==> src/rtl/tdm_pkg.sv <==
// Shared definitions for the 4-slot TDM receive path: framing state encoding
// and slot geometry.
package tdm_pkg;

  typedef enum logic {
    HUNT   = 1'b0,
    LOCKED = 1'b1
  } state_e;

  localparam int NUM_SLOTS = 4;
  localparam int SLOT_W    = 2;

  localparam logic [SLOT_W-1:0] SLOT_LAST = 2'd3;

endpackage

==> src/rtl/tdm_slot_counter.sv <==
// Slot index counter for the TDM demux: clear to 0, load 1 after a sync beat,
// or advance with natural 3->0 wrap.
module tdm_slot_counter
  import tdm_pkg::*;
(
  input  logic              clk,
  input  logic              reset,
  input  logic              clear,
  input  logic              load_one,
  input  logic              advance,
  output logic [SLOT_W-1:0] count
);

  logic [SLOT_W-1:0] count_d;
  logic [SLOT_W-1:0] count_q;

  // Priority: clear beats load_one beats advance.
  always_comb begin
    count_d = count_q;
    if (clear) begin
      count_d = '0;
    end else if (load_one) begin
      count_d = SLOT_W'(1);
    end else if (advance) begin
      count_d = count_q + SLOT_W'(1);
    end
  end

  always_ff @(posedge clk or posedge reset) begin
    if (reset) begin
      count_q <= '0;
    end else begin
      count_q <= count_d;
    end
  end

  assign count = count_q;

endmodule

==> src/rtl/tdm_demux4.sv <==
// 4-channel TDM demultiplexer: hunts for the slot-0 sync flag, stages slots 0..2
// and publishes all four channels together on the slot-3 beat.
//
// Handshake: a beat exists only when in_valid is high on a rising clk edge;
// in_sync and in_data are don't-care otherwise. There is no backpressure.
module tdm_demux4
  import tdm_pkg::*;
#(
  parameter int WIDTH = 1
) (
  input  logic              clk,
  input  logic              reset,
  input  logic              in_valid,
  input  logic              in_sync,
  input  logic [WIDTH-1:0]  in_data,
  output logic [WIDTH-1:0]  out0,
  output logic [WIDTH-1:0]  out1,
  output logic [WIDTH-1:0]  out2,
  output logic [WIDTH-1:0]  out3,
  output logic              frame_valid,
  output logic              sync_err,
  output logic              locked,
  output logic [SLOT_W-1:0] slot
);

  state_e            state_d, state_q;
  logic [WIDTH-1:0]  stage_d [NUM_SLOTS-1];
  logic [WIDTH-1:0]  stage_q [NUM_SLOTS-1];
  logic [WIDTH-1:0]  out_d   [NUM_SLOTS];
  logic [WIDTH-1:0]  out_q   [NUM_SLOTS];
  logic              frame_valid_d, frame_valid_q;
  logic              sync_err_d, sync_err_q;
  logic              cnt_clear, cnt_load_one, cnt_advance;
  logic [SLOT_W-1:0] slot_cnt;

  tdm_slot_counter u_slot_counter (
    .clk      (clk),
    .reset    (reset),
    .clear    (cnt_clear),
    .load_one (cnt_load_one),
    .advance  (cnt_advance),
    .count    (slot_cnt)
  );

  always_comb begin
    state_d       = state_q;
    stage_d       = stage_q;
    out_d         = out_q;
    frame_valid_d = 1'b0;
    sync_err_d    = 1'b0;
    cnt_clear     = 1'b0;
    cnt_load_one  = 1'b0;
    cnt_advance   = 1'b0;

    if (in_valid) begin
      unique case (state_q)
        HUNT: begin
          if (in_sync) begin
            stage_d[0]   = in_data;
            cnt_load_one = 1'b1;
            state_d      = LOCKED;
          end
        end
        LOCKED: begin
          if (in_sync) begin
            // A sync mid-frame restarts the frame; stale staged slots are
            // simply overwritten before they can be published.
            sync_err_d   = (slot_cnt != '0);
            stage_d[0]   = in_data;
            cnt_load_one = 1'b1;
          end else if (slot_cnt == '0) begin
            sync_err_d = 1'b1;
            cnt_clear  = 1'b1;
            state_d    = HUNT;
          end else if (slot_cnt == SLOT_LAST) begin
            out_d[0]      = stage_q[0];
            out_d[1]      = stage_q[1];
            out_d[2]      = stage_q[2];
            out_d[3]      = in_data;
            frame_valid_d = 1'b1;
            cnt_advance   = 1'b1;
          end else begin
            for (int i = 1; i < NUM_SLOTS - 1; i++) begin
              if (slot_cnt == SLOT_W'(i)) stage_d[i] = in_data;
            end
            cnt_advance = 1'b1;
          end
        end
        default: state_d = HUNT;
      endcase
    end
  end

  always_ff @(posedge clk or posedge reset) begin
    if (reset) begin
      state_q       <= HUNT;
      frame_valid_q <= 1'b0;
      sync_err_q    <= 1'b0;
      for (int i = 0; i < NUM_SLOTS - 1; i++) stage_q[i] <= '0;
      for (int i = 0; i < NUM_SLOTS; i++) out_q[i] <= '0;
    end else begin
      state_q       <= state_d;
      frame_valid_q <= frame_valid_d;
      sync_err_q    <= sync_err_d;
      stage_q       <= stage_d;
      out_q         <= out_d;
    end
  end

  assign out0        = out_q[0];
  assign out1        = out_q[1];
  assign out2        = out_q[2];
  assign out3        = out_q[3];
  assign frame_valid = frame_valid_q;
  assign sync_err    = sync_err_q;
  assign locked      = (state_q == LOCKED);
  assign slot        = slot_cnt;

endmodule

==> config.mk <==
export PLATFORM = sky130hd
export DESIGN_NAME = tdm_demux4
export DESIGN_NICKNAME = d
export VERILOG_FILES = /design/src/rtl/tdm_pkg.sv /design/src/rtl/tdm_slot_counter.sv /design/src/rtl/tdm_demux4.sv
export SDC_FILE = /design/constraint.sdc
export NUM_CORES = 1
export LEC_CHECK = 0
export CORE_MARGIN = 4
export CORE_UTILIZATION = 45
export CTS_CLUSTER_DIAMETER = 120
export CTS_CLUSTER_SIZE = 28
export DETAILED_ROUTE_END_ITERATION = 6
export PLACE_DENSITY = 0.73
export SYNTH_ARGS = -nofsm -noshare
export SYNTH_HDL_FRONTEND = slang
export SYNTH_SLANG_ARGS = --single-unit
==> constraint.sdc <==
create_clock -name clk -period 2.4 [get_ports clk]
set_clock_uncertainty 0.15 [all_clocks]
set_input_delay 0.48 -clock clk [delete_from_list [all_inputs] [get_ports clk]]
set_output_delay 0.48 -clock clk [all_outputs]
set_load 0.02 [all_outputs]
==> metrics.md <==
| Metric | Value |
|---|---|
| Status | complete, no violations |
| I/O pin cnt | 14 |
| Slew HR | 0.703 |
| Synth unique cells | 19 |
| Critical setup path kind | reg2out |
| Req. time, crit path | 1.77 ns |
| Clk_lat worst skew | ~0.27 ns |
| Die Footprint | between 1500 and 2000 um^2 |
| Final nets | 81 |
| Starting density of the core | 0.509 |
| Critical path endpoint category | primary output |
| Max Freq | about 480 MHz |
| CTS Hold Buffers Added | 0 |
| FF-to-FF Start | u_slot_counter.count[0] |
| Crit Path Max Fanout | 9 |
| First-pass GRT wire length | 1950 um |
| Remaining DRCs | 0 |
| Slew Limit Fails | 0 |
| Worst path cell trace | clkdlybuf4s50_1 |
| Max stage delay cell, worst path | clkdlybuf4s50_1 |
| Largest cells by area after synthesis | dfrtp_1, ha_1, mux2_2 |
| XOR/XNOR Fraction of Synth Area | 0 |
| Final hold violation count | 0 |
| Setup Viol. Count Final | 0 |
| R2R Path End | out1 |
| Cts bufs inserted | 3 |
| Period utilization | 0.865 |
| Post_cts resized | 0 |
| Vias | 420 |
| PortBufs | 13 |
| Reg2Reg Setup Slack | 0.47 ns |
| Rows | 12 |
| Largest net degree at the start of global routing | 13 |
| Simple-gate share of the synthesized area | 0.110 |
| Critical path depth in cells | 1 |
| GR Overflow Total | 0 |
| Worst path arrival time | approximately 1.5 ns |
| Leak Pwr | 0.379 nW |
| CTS tree | yes |
| Slowest stage delay, CP | between 0.6 and 0.7 ns |
| Worst slew pin tran | around 0.45 ns |
| Crit path capture | locked |
| Seq/Total Area, Yosys | 0.497 |
| Largest family of logic cells by synthesized area | adder cells |
| Yosys top cell by area | dfrtp_1 |
| Post-synthesis mux area share | 0.130 |
| WHS | around 0.35 ns |
| Post-CTS Setup Bufs | 0 |
| HP Class | in2async |
| Min Tclk post-route | ~2.1 ns |
| HPWL after DPL | roughly 840 um |
| Worst reg2reg path depth | 6 |
| Cell count after synthesis | just over 50 |
| Placed cells | just under 80 |
| Clock buffer depth | 2 |
| Post-place setup slack | ~0.26 ns |
| Post-Syn Area | ~600 um^2 |
| Syn Nets | between 60 and 70 |
| Share of Yosys cell area claimed by the top area cell type | 0.497 |
| Area growth from synthesis to layout | 30.8% |
| Avg Vias per Cell | between 5 and 6 |
| Top sig layer | met4 |
| Core area | about 1200 um^2 |
| Worst VDD drop | between 600 and 700 uV |
| Syn_area_per_cell | roughly 12 um^2 |
| Synthesis Warnings | 0 |
| Initial DRC Count | 9 |
| PwrDens | 1190 nW/um^2 |
| DR pass1 iterations | 4 |
| Vias in the first global route | roughly 420 |
| Layout cells sized above 1 | 0.176 |
| Clock transition at path regs | approximately 0.080 ns |
| Critical path's top delay family | buffers and inverters |
| Compound-cell area share of the yosys netlist | 0.0787 |
| Worst Path Buf+Inv | 1 |
| Worst setup startpoint | locked |
| Initial antenna violation count | 0 |
| Adder-cell share of the synthesized area | 0.145 |
| FF+latch count, synth | 12 |
| Htree depth | 1 |
| Gpl congestion | between 0.8 and 0.9 |
| Non-Filler Instances | between 80 and 90 |
| Final worst slack | 0.323 ns |
| Wire length on met2 | around 540 um |
| Total GRT Usage | 0.142 |
| DR WL/cell | ~14 um |
| Die width | 44.6 um |
| Critical Path Source Type | flop |
| Antenna-violating nets left | 0 |
| CTS root buf | clkbuf_4 |
| N_diodes | 0 |
| Max-cap violations | 0 |
| Total routed wirelength | between 1000 and 1500 um |
| Die Height | roughly 45 um |
| RSZ-0062 raised after global routing | false |
| CTS sink cnt | 12 |
| Metal3 WL | between 30 and 40 um |
| Post-Route M1 WL | 566 um |
| Setup TNS | 0 ns |
power by group:
group / leakage (nW) / switching [mW] / internal, mW / total, mW
clock network: 0.0210 / 0.0694 / 0.0920 / 0.161
logic: 0.209 / 0.206 / 0.217 / 0.424
registers: 0.149 / 0.0763 / 0.280 / 0.357
final cells by class:
type | count | area [um^2]
repair buffers | 14 | 138
clock buffers | 4 | 36.3
fillers | 98 | 395
multi-input cells | 33 | 280
flip-flops and latches | 12 | 300
well taps | 14 | 17.5
inverters | 5 | 18.8
logic make-up after synthesis:
group	count (synthesis)
AND/OR/NAND/NOR	12
flip-flops	12
AO/OA/AOI/OAI	7
multiplexers	7
adder cells (fa/ha/maj)	7
buffers and inverters	6
how the worst min path moves through the flow:
stage               depth (start not counted)  slack (ns)           to
floorplan                                   1        0.19  frame_valid
finish                                      2        0.35   stage_q[2]
global route                                1        0.37         out3
detailed placement                          1        0.34   stage_q[0]
global placement                            1        0.34   stage_q[1]
CTS                                         1        0.36   stage_q[0]
layer usage:
| layer | GRT usage | vias to the layer above |
|---|---|---|
| li1 | - | 208 |
| met1 | 0.197 | 200 |
| met2 | 0.209 | 10 |
| met3 | 0.0244 | 2 |
| met4 | 0.0723 | 0 |
| met5 | 0 | - |
state kept, by name (all words and copies together), names as in the netlist:
name,cells
frame_valid,1
locked,1
out3,1
out1,1
sync_err,1
out2,1
u_slot_counter.count,2
out0,1
stage_q,3
synthesized netlist by cell type (all sizes together):
cell,n
o21ai,1
buf,1
ha,7
nor2,1
a21o,1
and4b,1
nand2,5
and3,1
inv,5
nor3b,1
a21boi,1
a2bb2oi,1
mux2,7
nand4,2
a21oi,1
nor2b,1
dfrtp,12
a31oi,2
worst register-to-register path: cells and delay by family (launching register included):
family	cells	cell delay, ns
flops	1	0.47
mux	1	0.34
simple gates	1	0.23
buf+inv	2	0.19
fa+ha+maj	2	0.44
cell usage in the layout (no fill, tap or decap):
cell type,synthesis,final
nor2b_1,1,1
nand2_1,5,5
and3_2,1,1
nor2_1,1,1
clkbuf_8,0,1
a31oi_1,2,2
mux2_1,2,2
a21boi_0,1,1
nand4_1,2,2
buf_4,0,1
a2bb2oi_1,1,1
ha_1,7,7
nor3b_1,1,1
a21oi_1,1,1
o21ai_0,1,1
mux2_2,5,5
and4b_1,1,1
inv_1,5,5
clkdlybuf4s50_1,0,13
dfrtp_1,12,12
a21o_2,1,1
clkbuf_4,0,3
stage by stage:
step,area [um^2],util,power [mW]
final,791,0.667,0.942
after global routing,791,0.667,1.01
after CTS,791,0.667,0.951
after detailed placement,754,0.636,0.782
after global placement,754,0.636,0.773
after floorplan,604,-,0.591
Note: power is estimated with default switching activity, not from simulation.
